<file path="src/rtl/iter_divider.sv">
// Iterative restoring divider for DIV/DIVU/REM/REMU with a tagged valid/ready
// request and response, flush abort, and single-edge divide-by-zero/overflow paths.
module iter_divider #(
    parameter int unsigned WIDTH          = 32,
    parameter int unsigned BITS_PER_CYCLE = 1,
    parameter int unsigned TAG_W          = 5
) (
    input  logic             clk_i,
    input  logic             rst_i,
    input  logic             req_valid_i,
    output logic             req_ready_o,
    input  logic [1:0]       req_op_i,
    input  logic [WIDTH-1:0] req_a_i,
    input  logic [WIDTH-1:0] req_b_i,
    input  logic [TAG_W-1:0] req_tag_i,
    input  logic             flush_i,
    output logic             rsp_valid_o,
    input  logic             rsp_ready_i,
    output logic [WIDTH-1:0] rsp_value_o,
    output logic [TAG_W-1:0] rsp_tag_o,
    output logic             busy_o
);

    localparam int unsigned N_ITER = WIDTH / BITS_PER_CYCLE;
    localparam int unsigned CNT_W  = $clog2(N_ITER);
    localparam logic [WIDTH-1:0] MIN_VAL = {1'b1, {(WIDTH-1){1'b0}}};

    typedef enum logic [1:0] {
        IDLE = 2'd0,
        CALC = 2'd1,
        DONE = 2'd2
    } state_t;

    state_t             state_q;
    logic [CNT_W-1:0]   cnt_q;
    logic [WIDTH:0]     rem_q;
    logic [WIDTH-1:0]   quo_q;
    logic [WIDTH-1:0]   dvs_q;
    logic               sel_rem_q;
    logic               neg_q_q;
    logic               neg_r_q;
    logic [TAG_W-1:0]   tag_q;

    logic               req_signed;
    logic               a_neg;
    logic               b_neg;
    logic [WIDTH-1:0]   a_mag;
    logic [WIDTH-1:0]   b_mag;
    logic               div_zero;
    logic               sgn_ovf;
    logic [WIDTH-1:0]   special_val;

    logic [WIDTH:0]     rem_n;
    logic [WIDTH-1:0]   quo_n;
    logic [WIDTH:0]     trial;
    logic [WIDTH-1:0]   q_fin;
    logic [WIDTH-1:0]   r_fin;
    logic [WIDTH-1:0]   result;

    assign req_ready_o = (state_q == IDLE) && !flush_i;
    assign busy_o      = (state_q != IDLE);

    // Request decode: magnitudes, sign flags and the single-edge special results
    always_comb begin
        req_signed  = ~req_op_i[0];
        a_neg       = req_signed & req_a_i[WIDTH-1];
        b_neg       = req_signed & req_b_i[WIDTH-1];
        a_mag       = a_neg ? -req_a_i : req_a_i;
        b_mag       = b_neg ? -req_b_i : req_b_i;
        div_zero    = (req_b_i == '0);
        sgn_ovf     = req_signed && (req_a_i == MIN_VAL) && (req_b_i == '1);
        special_val = '0;
        if (div_zero) begin
            special_val = req_op_i[1] ? req_a_i : '1;
        end else begin
            special_val = req_op_i[1] ? '0 : req_a_i;
        end
    end

    // BITS_PER_CYCLE restoring steps; dividend bits shift out of quo as quotient bits shift in
    always_comb begin
        rem_n = rem_q;
        quo_n = quo_q;
        trial = '0;
        for (int unsigned i = 0; i < BITS_PER_CYCLE; i++) begin
            trial = {rem_n[WIDTH-1:0], quo_n[WIDTH-1]};
            quo_n = {quo_n[WIDTH-2:0], 1'b0};
            if (trial >= {1'b0, dvs_q}) begin
                rem_n    = trial - {1'b0, dvs_q};
                quo_n[0] = 1'b1;
            end else begin
                rem_n = trial;
            end
        end
        q_fin  = neg_q_q ? -quo_n : quo_n;
        r_fin  = neg_r_q ? -rem_n[WIDTH-1:0] : rem_n[WIDTH-1:0];
        result = sel_rem_q ? r_fin : q_fin;
    end

    always_ff @(posedge clk_i or negedge rst_i) begin
        if (!rst_i) begin
            state_q     <= IDLE;
            cnt_q       <= '0;
            rem_q       <= '0;
            quo_q       <= '0;
            dvs_q       <= '0;
            sel_rem_q   <= 1'b0;
            neg_q_q     <= 1'b0;
            neg_r_q     <= 1'b0;
            tag_q       <= '0;
            rsp_valid_o <= 1'b0;
            rsp_value_o <= '0;
            rsp_tag_o   <= '0;
        end else if (flush_i) begin
            state_q     <= IDLE;
            cnt_q       <= '0;
            rsp_valid_o <= 1'b0;
            rsp_value_o <= '0;
            rsp_tag_o   <= '0;
        end else begin
            case (state_q)
                IDLE: begin
                    if (req_valid_i) begin
                        sel_rem_q <= req_op_i[1];
                        tag_q     <= req_tag_i;
                        if (div_zero || sgn_ovf) begin
                            state_q     <= DONE;
                            rsp_valid_o <= 1'b1;
                            rsp_value_o <= special_val;
                            rsp_tag_o   <= req_tag_i;
                        end else begin
                            state_q <= CALC;
                            cnt_q   <= '0;
                            rem_q   <= '0;
                            quo_q   <= a_mag;
                            dvs_q   <= b_mag;
                            neg_q_q <= a_neg ^ b_neg;
                            neg_r_q <= a_neg;
                        end
                    end
                end
                CALC: begin
                    rem_q <= rem_n;
                    quo_q <= quo_n;
                    cnt_q <= cnt_q + CNT_W'(1);
                    if (cnt_q == CNT_W'(N_ITER - 1)) begin
                        state_q     <= DONE;
                        cnt_q       <= '0;
                        rsp_valid_o <= 1'b1;
                        rsp_value_o <= result;
                        rsp_tag_o   <= tag_q;
                    end
                end
                DONE: begin
                    if (rsp_ready_i) begin
                        state_q     <= IDLE;
                        rsp_valid_o <= 1'b0;
                        rsp_value_o <= '0;
                        rsp_tag_o   <= '0;
                    end
                end
                default: state_q <= IDLE;
            endcase
        end
    end

endmodule

</file>
<file path="config.mk">
export PLATFORM = sky130hd
export DESIGN_NAME = iter_divider
export DESIGN_NICKNAME = d
export VERILOG_FILES = /design/src/rtl/iter_divider.sv
export SDC_FILE = /design/constraint.sdc
export NUM_CORES = 1
export LEC_CHECK = 0
export ABC_AREA = 1
export BUFFER_PORTS_ARGS = -buffer_cell sky130_fd_sc_hd__buf_2
export CORE_ASPECT_RATIO = 0.5
export CORE_MARGIN = 3
export CORE_UTILIZATION = 55
export DETAILED_ROUTE_END_ITERATION = 12
export PLACE_DENSITY = 0.74
export REMOVE_ABC_BUFFERS = 1
export SYNTH_ARGS = -nofsm -noshare
export SYNTH_HDL_FRONTEND = slang
export SYNTH_SLANG_ARGS = --single-unit
</file>
<file path="constraint.sdc">
create_clock -name clk_i -period 4.3 [get_ports clk_i]
set_input_delay 0.645 -clock clk_i [delete_from_list [all_inputs] [get_ports clk_i]]
set_output_delay 0.645 -clock clk_i [all_outputs]
set_load 0.1 [all_outputs]
</file>
# Yosys cells after proc, flatten, opt, wreduce, memory -nomap -nowiden
# Cells that the tools add are included.
[totals]
input_bits = 76
ff_bits = 149
output_inout_bits = 40
wordCells = 99
[classes]
n_reduce_logical = 17
muxes = 45
eq_ne = 12
bitwise_logic = 6
add_sub_neg = 6
n_lt_le_gt_ge = 1
[ops]
columns = ["cell", "n"]
rows = [
  ["$mux W32", 18],
  ["$neg A32 Y32", 4],
  ["$pmux W32 S2", 2],
  ["$pmux W32 S3", 1],
  ["$eq A32 B32 Y1 const B", 2],
  ["$mux W5", 9],
  ["$ge A33 B32 Y1", 1],
  ["$logic_not A32 Y1", 1],
  ["$sub A32 B32 Y32", 1],
  ["$pmux W5 S3", 1],
  ["$ne A3 B3 Y1 const B", 4],
  ["$mux W2", 5],
  ["$pmux W5 S2", 1],
  ["$reduce_and A3 Y1", 3],
  ["$reduce_and A4 Y1", 2],
  ["$mux W1", 6],
  ["$pmux W2 S3", 1],
  ["$add A5 B1 Y5 const B", 1],
  ["$eq A5 B5 Y1 const B", 1],
  ["$reduce_and A5 Y1", 1],
  ["$ne A2 B2 Y1 const B", 2],
  ["$reduce_bool A2 Y1", 2],
  ["$reduce_bool A4 Y1", 1],
  ["$logic_and A1 B1 Y1", 3],
  ["11 further kinds", 14],
]

# Longest topological paths before layout
[logic_depth]
ltp_word = 8
mapped_depth = 31

# Worst setup path before layout
# Ideal clock, no wire load.
[synth_timing]
kind = "reg2reg"
from = "register state_q[0]"
to = "register rsp_value_o[13]"
arrival_ns = 3.779
stages_incl_launch_ff = 13
path_buffers = 2
required_time_ns = 4.232
slack_ns = 0.454
cell_sequence = "dfrtp_1 > inv_1 > ha_1 > inv_1 > nor2_1 > nand3_1 > nand2_1 > inv_1 > o31ai_1 > clkbuf_1 > clkbuf_1 > nand2_1 > nand2_1"
[synth_between]
elab_chain_len = 3
elab_cells_between_ends = 11
classes_between = "eq/ne (6); mux (2); reduce/logical (3)"
[synth_lines]
columns = ["item", "line_no", "source"]
rows = [
  ["start: declaration", "34", "state_t state_q;"],
  ["start signal: assignment", "102", "state_q <= IDLE;"],
  ["start signal: assignment", "115", "state_q <= IDLE;"],
  ["start signal: assignment", "127", "state_q <= DONE;"],
  ["$eq A2 B1 Y1, or another cell as far along", "121", "case (state_q)"],
  ["$ne A3 B3 Y1 (no source line), or another cell as far along", "n/a", ""],
  ["$reduce_and A5 Y1 (no source line) / $mux W32 (equally long branches)", "n/a", ""],
  ["end signal: assignment", "129", "rsp_value_o <= special_val;"],
  ["end signal: assignment", "150", "rsp_value_o <= result;"],
  ["end: declaration", "19", "output logic [WIDTH-1:0] rsp_value_o,"],
]
# Several ways; a longest one is shown, not always the timed one.
# A chain may end at the register's enable or synchronous reset.

# Worst setup path after layout
[layout_timing]
from = "register rem_q[15]"
to = "register rsp_value_o[22]"
[layout_between]
elab_chain_len = 8
elab_cells_between_ends = 12
classes_between = "add/sub (3); order compare (1); mux (8)"
[layout_lines]
columns = ["item", "line_no", "source"]
rows = [
  ["start: declaration", "36", "logic [WIDTH:0] rem_q;"],
  ["start signal: assignment", "143", "rem_q <= rem_n;"],
  ["$sub A32 B32 Y32 / $ge A33 B32 Y1 (equally long branches)", "89, 88", ""],
  ["$mux W32 / $mux W1 (equally long branches)", "88", "if (trial >= {1'b0, dvs_q}) begin"],
  ["$neg A32 Y32, on equally long branches", "96, 95", ""],
  ["$mux W32, on equally long branches", "96, 95", ""],
  ["$mux W32 *", "97", "result = sel_rem_q ? r_fin : q_fin;"],
  ["$mux W32 *", "146", "if (cnt_q == CNT_W'(N_ITER - 1)) begin"],
  ["$pmux W32 S3 *", "121", ""],
  ["$mux W32 *", "114", "end else if (flush_i) begin"],
]
# Mark *: on every way between the ends. The rest lies on a longest branch, timed or not. The select of a mux whose other input is x is not followed.

==> flow_metrics.py <==
metrics = {
    "clock_tree": {
        "clk_path_buf_depth": 2,
        "clock_sinks": 149,
        "cts_buffers": 17,
        "clock_latency_ns": 0.46,
        "post_cts_buffers": 0,
        "cts_tree": "built",
        "htreeDepth": 4,
        "clock-root-buffer": "clkbuf_16",
        "hold_buffers": 0,
        "path_clk_slew_ns": 0.06,
    },
    "synth": {
        "synth_area_sq_um": 13710,
        "postSynthAreaPerCell_sq_um": 6.202,
        "synthFlopType": "dfrtp_1",
        "yosysSeqAreaShare_pct": 27.19,
        "ys_ff_latch": 149,
        "ys_types": 50,
        "synthCells": 2211,
        "synthArstFlopShare_pct": 100.0,
        "synth-edff-count": 0,
        "yosysWarningCount": 0,
    },
    "sta": {
        "drv_slew": 0,
        "finalHoldViolCount": 0,
        "min_period_over_period_pct": 92.91,
        "tightest_slew_ns": 1.041,
        "setup_viol": 0,
        "max_freq_mhz": 250.3,
        "fin_crit_ns": 3.995,
        "skew_ns": 0.01348,
        "max_slew_margin_pct": 29.99,
        "rsz0062_at_grt": "no",
    },
    "worst_setup_path": {
        "crit_type": "flip-flop to flip-flop",
        "worst_r2r_path_depth": 24,
        "crit_required_ns": 4.64,
        "cp_max_fo": 25,
        "max_stage_delay_ns": 0.47,
        "r2r_start": "rem_q[15]",
        "path_cells": "ha_1, nand2_1, nor2_1, nand2_1, nand2_1, inv_1, nand2_4, nand2_4, nand2_4, buf_4, nand2_1, o21ai_2, ha_1, nand3_1, nor2_1, nand4_1, nand2_1, nand2_1, nand2_1, nand2_1, o21ai_1, nand2_1, nand2_1, nand2_1",
        "r2r-end": "rsp_value_o[22]",
        "endpoint": "rsp_value_o[22]",
        "crit_path_frequent_cell": "nand2_1",
        "startpoint": "rem_q[15]",
        "rrSetupSlack_ns": 0.30,
        "start_kind": "flip-flop",
        "cp.arrival_ns": 4.34,
        "slowest_stage": "ha_1",
        "endpoint_kind": "flip-flop",
    },
    "pwr": {
        "p_leak_uw": 0.007789,
        "power.density_nw_per_um2": 933.2,
        "vdd.ir_drop.worst_v": 0.0006098,
    },
    "min_path": {
        "hold_class": "input pin to asynchronous set/reset pin",
    },
    "floorplan": {
        "start_util_pct": 56.61,
        "rows": 40,
        "die_height_um": 117.7,
        "io_pins": 116,
        "core-area_sq_um": 24220,
        "dieArea_sq_um": 26980,
        "die_w_um": 229.3,
    },
    "cells_and_area": {
        "finalCoreUtilization_pct": 62.39,
        "drive_above_1_share_pct": 11.58,
        "diodes": 0,
        "postLayoutCellArea_sq_um": 15110,
        "fillers": 2418,
        "final_common_cell": "nand2_1",
        "final_cell_mix": "nand2_1 (657), inv_1 (288), o21ai_0 (216)",
        "area_growth_pct": 10.20,
        "finalNetCount": 2404,
    },
    "routing": {
        "vias_per_cell": 5.788,
        "wirelength_um": 48250,
        "post_drt_wl_per_cell_um": 18.32,
        "drtIter0Drc": 1794,
        "drcViolationCount": 0,
        "antenna_left": 0,
        "vias": 15250,
        "first_pass_iters": 6,
    },
    "placement": {
        "dpl_cell_area_sq_um": 14480,
        "port_buffers": 115,
        "gp_congestion": 1.079,
        "hpwl_um": 36350,
    },
    "status": {
        "outcome": "complete, no violations",
    },
    "global_routing": {
        "grt_usage_pct": 35.37,
        "antenna_found_initial": 0,
        "overflow": 0,
        "grt_first_pass_wirelength_um": 75340,
        "grt_max_degree": 89,
        "grt_pass1_vias": 13600,
    },
    "job": {
        "maxCapViolCount": 0,
    },
}
==> registers in the layout, summed over array words and instances (netlist names), 2 cells and up <==
| register | count |
|---|---|
| cnt_q | 5 |
| rem_q | 32 |
| dvs_q | 32 |
| rsp_tag_o | 5 |
| quo_q | 32 |
| rsp_value_o | 32 |
| tag_q | 5 |
| state_q | 2 |
==> stage by stage <==
step | hold WS (ns) | total power (uW) | setup TNS, ns | instances | worst slack (ns)
floorplan | 0.3494 | 9332 | -21.36 | 2123 | -0.6562
global route | 0.3302 | 15200 | 0 | 2634 | 0.02774
finish | 0.2580 | 14100 | 0 | 2634 | 0.3049
detailed placement | 0.4608 | 12100 | 0 | 2602 | 0.4609
global placement | 0.4584 | 12070 | 0 | 2602 | 0.5194
CTS | 0.3057 | 13800 | 0 | 2634 | 0.4398
==> worst max-delay path: cells and delay by family, from the launching register on <==
kind	cells	cell delay, ns
AND/OR/NAND/NOR	18	2.10
AO/OA/AOI/OAI	2	0.26
flip-flops	1	0.41
buffers and inverters	2	0.41
adder cells (fa/ha/maj)	2	0.69
==> final cells by class <==
| cell class | count | area, sq um | area share (%) |
|---|---|---|---|
| inverter | 296 | 1111 | 7.352 |
| timing repair buffer | 143 | 804.5 | 5.324 |
| clock inverter | 14 | 187.7 | 1.242 |
| tap | 336 | 420.4 | 2.782 |
| clock buffer | 18 | 439.2 | 2.906 |
| multi-input combinational | 1678 | 8421 | 55.72 |
| sequential | 149 | 3729 | 24.67 |
==> per-layer routing <==
metal  vias to the layer above  wire length [um]  track usage (%)
met3                        71              6021            9.816
li1                       7313                 -                -
met1                      7056             21710            52.84
met4                         0              1243            11.38
met2                       806             19280            48.89
met5                         -                 0                0
==> cells in the mapped netlist (9+ instances only) <==
library cell  count  area (sq um)
a21oi_1         109         545.5
a31oi_1          10         62.56
buf_6             9         101.4
clkbuf_1         57         214.0
dfrtp_1         149          3729
ha_1             42         525.5
inv_1           288          1081
nand2_1         657          2466
nand2_2          27         168.9
nand3_1         157         785.8
nand4_1          41         256.5
nor2_1          176         660.6
nor2_2           25         156.4
nor3_1           24         120.1
nor4_1           10         62.56
o211ai_1         34         255.2
o21ai_0         216          1081
o21ai_1          10         50.05
o22ai_1          10         62.56
xnor2_1          17         148.9
xor2_1           50         437.9
==> worst min path at each step <==
stage	endpoint	depth (start not counted)
after CTS	dvs_q[8]	1
after detailed placement	rsp_value_o[6]	2
after floorplan	cnt_q[0]	0
after global routing	dvs_q[7]	1
after global placement	rsp_value_o[9]	2
final	dvs_q[11]	1
==> kinds of logic after synthesis <==
kind of cell    share of synthesized area, %
compound gates                         16.56
xor+xnor                               4.279
fa+ha+maj                              3.978
buf+inv                                11.54
flops                                  27.19
simple gates                           36.45
==> report_power, final <==
group          total (uW)  switching, uW  internal [uW]
logic               10000           7310           2720
registers            2420            483           1940
clock network        1650            700            946
==> what timing repair did <==
action                                 CTS  global route
setup endpoints to repair                0             3
resized for setup                        0             1
endpoints found under the hold margin    0             0
Power figures use the tool's default switching activity.
